[src/rtl/sram_arb_pkg.sv]
// sram_arb_pkg: shared defaults and FSM encoding for the SRAM round-robin arbiter
package sram_arb_pkg;
  localparam int DATA_WIDTH_DEF = 2;
  localparam int ADDR_WIDTH_DEF = 4;
  typedef enum logic {INIT = 1'b0, RUN = 1'b1} state_e;
endpackage

[src/rtl/sram_rr_arbiter_rr_arb2.sv]
// rr_arb2: two-way round-robin picker, pointer breaks ties, one-hot grant
module rr_arb2 (
  input  logic [1:0] valid_i,
  input  logic       ptr_i,
  output logic [1:0] gnt_o
);
  assign gnt_o[0] = valid_i[0] & (~valid_i[1] | ~ptr_i);
  assign gnt_o[1] = valid_i[1] & (~valid_i[0] |  ptr_i);
endmodule

[src/rtl/sram_rr_arbiter.sv]
// sram_rr_arbiter: clears the SRAM after reset, then shares its single port between two requesters
module sram_rr_arbiter
  import sram_arb_pkg::*;
#(
  parameter int DATA_WIDTH = DATA_WIDTH_DEF,
  parameter int ADDR_WIDTH = ADDR_WIDTH_DEF
) (
  input  logic                  clk0,
  input  logic                  rstb0,
  input  logic                  req0_valid,
  output logic                  req0_ready,
  input  logic                  req0_web,
  input  logic [ADDR_WIDTH-1:0] req0_addr,
  input  logic [DATA_WIDTH-1:0] req0_din,
  input  logic                  req1_valid,
  output logic                  req1_ready,
  input  logic                  req1_web,
  input  logic [ADDR_WIDTH-1:0] req1_addr,
  input  logic [DATA_WIDTH-1:0] req1_din,
  output logic                  rsp0_valid,
  output logic                  rsp1_valid,
  output logic [DATA_WIDTH-1:0] rsp_dout,
  output logic                  init_done,
  output logic                  csb0,
  output logic                  web0,
  output logic [ADDR_WIDTH-1:0] ADDR0,
  output logic [DATA_WIDTH-1:0] DIN0,
  input  logic [DATA_WIDTH-1:0] DOUT0
);
  localparam logic [ADDR_WIDTH-1:0] LAST_ADDR = '1;
  state_e                state_q, state_d;
  logic [ADDR_WIDTH-1:0] cnt_q, cnt_d, addr_q, addr_d;
  logic [DATA_WIDTH-1:0] din_q, din_d, dout_q;
  logic                  ptr_q, ptr_d, csb_q, csb_d, web_q, web_d, run;
  logic [1:0]            gnt, rd_q, rd_d, rsp_q;
  assign run        = state_q == RUN;
  assign req0_ready = run & gnt[0];
  assign req1_ready = run & gnt[1];
  assign init_done  = run;
  assign csb0       = csb_q;
  assign web0       = web_q;
  assign ADDR0      = addr_q;
  assign DIN0       = din_q;
  assign rsp0_valid = rsp_q[0];
  assign rsp1_valid = rsp_q[1];
  assign rsp_dout   = dout_q;
  rr_arb2 u_arb (
    .valid_i({req1_valid, req0_valid}),
    .ptr_i  (ptr_q),
    .gnt_o  (gnt)
  );
  always_comb begin
    state_d = state_q;
    cnt_d   = cnt_q;
    ptr_d   = ptr_q;
    csb_d   = 1'b1;
    web_d   = 1'b1;
    addr_d  = addr_q;
    din_d   = din_q;
    rd_d    = '0;
    if (!run) begin
      csb_d   = 1'b0;
      web_d   = 1'b0;
      addr_d  = cnt_q;
      din_d   = '0;
      cnt_d   = cnt_q + 1'b1;
      state_d = cnt_q == LAST_ADDR ? RUN : INIT;
    end else if (|gnt) begin
      csb_d  = 1'b0;
      web_d  = gnt[1] ? req1_web  : req0_web;
      addr_d = gnt[1] ? req1_addr : req0_addr;
      din_d  = gnt[1] ? req1_din  : req0_din;
      ptr_d  = gnt[0];
      rd_d   = gnt & {2{web_d}};
    end
  end
  // rd_q marks the read the SRAM serves this cycle; rsp_q captures its data one edge later
  always_ff @(posedge clk0 or negedge rstb0) begin
    if (!rstb0) begin
      state_q <= INIT;
      cnt_q   <= '0;
      ptr_q   <= 1'b0;
      csb_q   <= 1'b1;
      web_q   <= 1'b1;
      addr_q  <= '0;
      din_q   <= '0;
      rd_q    <= '0;
      rsp_q   <= '0;
      dout_q  <= '0;
    end else begin
      state_q <= state_d;
      cnt_q   <= cnt_d;
      ptr_q   <= ptr_d;
      csb_q   <= csb_d;
      web_q   <= web_d;
      addr_q  <= addr_d;
      din_q   <= din_d;
      rd_q    <= rd_d;
      rsp_q   <= rd_q;
      if (|rd_q) dout_q <= DOUT0;
    end
  end
endmodule

[config.mk]
export PLATFORM = sky130hd
export DESIGN_NAME = sram_rr_arbiter
export DESIGN_NICKNAME = d
export VERILOG_FILES = /design/src/rtl/sram_arb_pkg.sv /design/src/rtl/sram_rr_arbiter_rr_arb2.sv /design/src/rtl/sram_rr_arbiter.sv
export SDC_FILE = /design/constraint.sdc
export NUM_CORES = 1
export LEC_CHECK = 0
export CORE_MARGIN = 2
export CORE_UTILIZATION = 35
export DETAILED_ROUTE_END_ITERATION = 16
export GPL_TIMING_DRIVEN = 0
export PLACE_DENSITY_LB_ADDON = 0.2
export SKIP_CTS_REPAIR_TIMING = 1
export SLEW_MARGIN = 20
export SYNTH_ARGS = -nofsm -noshare
export SYNTH_HDL_FRONTEND = slang
export SYNTH_SLANG_ARGS = --single-unit
[constraint.sdc]
create_clock -name clk0 -period 3.75 [get_ports clk0]
set_input_delay 0.5625 -clock clk0 [delete_from_list [all_inputs] [get_ports clk0]]
set_output_delay 0.5625 -clock clk0 [all_outputs]
set_load 0.05 [all_outputs]
==> results.py <==
metrics = {
    "timing": {
        "fmax_mhz": 388.3,
        "finalSetupViolCount": 0,
        "finalCriticalPeriod_ns": 2.575,
        "grt_setup_unrepaired": "no",
        "finalCritPeriodShare_pct": 68.68,
        "clock_skew_ns": 0.005071,
        "tightestPinTransition_ns": 0.8585,
        "slew_headroom_pct": 42.59,
        "finalSetupTns_ns": 0,
        "hold_viol_final": 0,
        "slew_viol_final": 0,
    },
    "detailed_routing": {
        "drt-total-wl_um": 1898,
        "viasPerCell": 5.007,
        "ant_nets": 0,
        "drt_iter0_markers": 6,
        "dr.pass1.iters": 4,
        "wl_per_cell_um": 13.85,
        "vias": 686,
        "drc": 0,
    },
    "floorplanning": {
        "die_h_um": 54.59,
        "rows": 18,
        "initial_utilization_pct": 36.49,
        "die_x_um": 54.59,
        "ioPinCount": 35,
        "dieArea_sq_um": 2980,
        "core-area_sq_um": 2455,
    },
    "worst_setup_path": {
        "r2r_cells": 4,
        "reg2reg_from": "init_done",
        "r2r_slack_ns": 2.45,
        "crit_path_start_kind": "register",
        "worst_setup_path_end_kind": "output port",
        "crit_end": "req1_ready",
        "crit_fanout": 6,
        "critPathArrivalTime_ns": 2.01,
        "crit_type": "reg2out",
        "r2r-end": "ADDR0[2]",
        "required_ns": 3.19,
        "crit_start": "ptr_q",
    },
    "yosys": {
        "synth_enable_flop_cells": 0,
        "ys_ff_latch": 20,
        "synth_cell_types": 30,
        "synth-seq-area-share_pct": 56.15,
        "yosysTopAreaCell": "dfrtp_1",
        "synth_top_area_share_pct": 50.28,
        "async_reset_ff_share_pct": 100.0,
        "synth_area_sq_um": 895.9,
        "syn-num-nets": 92,
        "syn_area_per_cell_sq_um": 12.62,
        "synth_ff_type": "dfrtp_1",
        "ys_warn_count": 0,
        "synth_area_leaders": "dfrtp_1, dfstp_2, a221o_1",
        "synth_cells": 71,
    },
    "clocking": {
        "clock_latency_ns": 0.30,
        "clockBufferDepth": 2,
        "h-tree-depth": 1,
        "clk_pin_slew_ns": 0.11,
        "cts_tree": "done",
        "cts_root_buf": "clkbuf_4",
        "numCtsBuffers": 3,
        "clock-sinks": 20,
    },
    "global_routing": {
        "overflow": 0,
        "antenna_found_initial": 0,
        "grt_pass1_wl_um": 3236,
        "grtUsageTotal_pct": 15.83,
        "first_global_vias": 672,
        "grt_max_degree": 21,
    },
    "place": {
        "gp_congestion": 0.7139,
        "dp_hpwl_um": 1406,
        "io_buffers": 32,
    },
    "cells_and_area": {
        "final_net_count": 129,
        "area_delta_synth_final_pct": 45.81,
        "antenna-diode-count": 0,
        "drive_gt1_share_pct": 18.69,
    },
    "worst_hold_path": {
        "hold_class": "reg2reg",
    },
    "pwr": {
        "power_density_nw_per_um2": 448.8,
        "power_uw": 586.2,
        "peakVddDrop_mv": 0.4128,
        "power_leakage_uw": 0.0005603,
    },
    "outcome": {
        "status": "complete, no violations",
    },
    "run": {
        "maxCapViolations": 0,
    },
}
per-layer routing:
metal  global-route usage, %  wire [um]
met1                   20.59        828
met2                   23.81        934
met3                   4.918         98
met4                   7.500         38
met5                       0          0
final cells by class:
type                    instances  area [sq um]
fillers                       241          1149
flip-flops and latches         20         503.0
multi-input cells              42         349.1
repair buffers                 32         320.3
well taps                      30         37.54
clock inverters                 1         30.03
plain buffers                   4         25.02
clock buffers                   3         22.52
inverters                       5         18.77
flip-flops by register name (all words and copies together) (netlist names):
register and flops:
ADDR0 4, DIN0 2, cnt_q 4, csb0 1, init_done 1, ptr_q 1
rd_q 2, rsp_dout 2, rsp_q 2, web0 1
cells by family after synthesis:
logic type	Yosys count	share of synthesized area [%]
AOI/OAI and AO/OA	18	17.18
xor gates and xnor gates	3	2.933
adders and majority gates	1	1.396
buffers and inverters	9	4.888
DFF	20	56.14
muxes	5	6.005
and+or+nand+nor	15	11.45
how the worst min path moves through the flow:
stage | startpoint | endpoint | slack (ns) | cells past startpoint
2_1_floorplan | rstb0 | ADDR0[0] | 0.27 | 0
3_3_place_gp | rd_q[1] | rsp_q[1] | 0.36 | 0
3_5_place_dp | rd_q[0] | rsp_q[0] | 0.36 | 0
4_1_cts | rd_q[0] | rsp_q[0] | 0.39 | 0
5_1_grt | rd_q[0] | rsp_q[0] | 0.40 | 0
6_report | rd_q[0] | rsp_q[0] | 0.39 | 0
worst max-delay path, cell delays in order (launching register included):
cell and delay [ns]:
dfrtp_1 0.45, and2b_4 0.24, nor2_4 0.19, clkdlybuf4s50_1 0.83
placed cells by master (no fill, tap or decap), types with 3 or more instances in the layout:
cell,n
clkbuf_4,3
inv_1,5
dfrtp_1,18
xnor2_1,3
a221o_1,4
o32ai_1,3
a21oi_1,3
clkdlybuf4s50_1,32
mux2_2,3
nand2_1,4
power breakdown:
part	switching (uW)	total, uW	internal (uW)
combinational	97.6	167	68.9
clock	66.5	175	108
sequential	9.98	245	235
total	174	586	412
synth_stat cells, types with 2 or more instances:
library cell and count:
mux2i_1 2, inv_1 5, buf_2 2, buf_4 2, dfrtp_1 18, nor2b_1 2
nand2_1 4, dfstp_2 2, xnor2_1 3, mux2_2 3, o32ai_1 3, o31ai_1 2
a221o_1 4, a21oi_1 3
stage by stage:
stage          utilization, %  setup WS (ns)  hold WS, ns  cells  cell area, sq um
5_1_grt                 53.21          1.115       0.4001    137              1306
4_1_cts                 53.21          1.175       0.3880    137              1306
3_5_place_dp            51.07          1.236       0.3603    133              1254
6_report                53.21          1.175       0.3858    137              1306
2_1_floorplan               -          1.963       0.2669     71             895.9
3_3_place_gp            51.07          1.248       0.3592    133              1254
(Power assumes the default switching activity.)
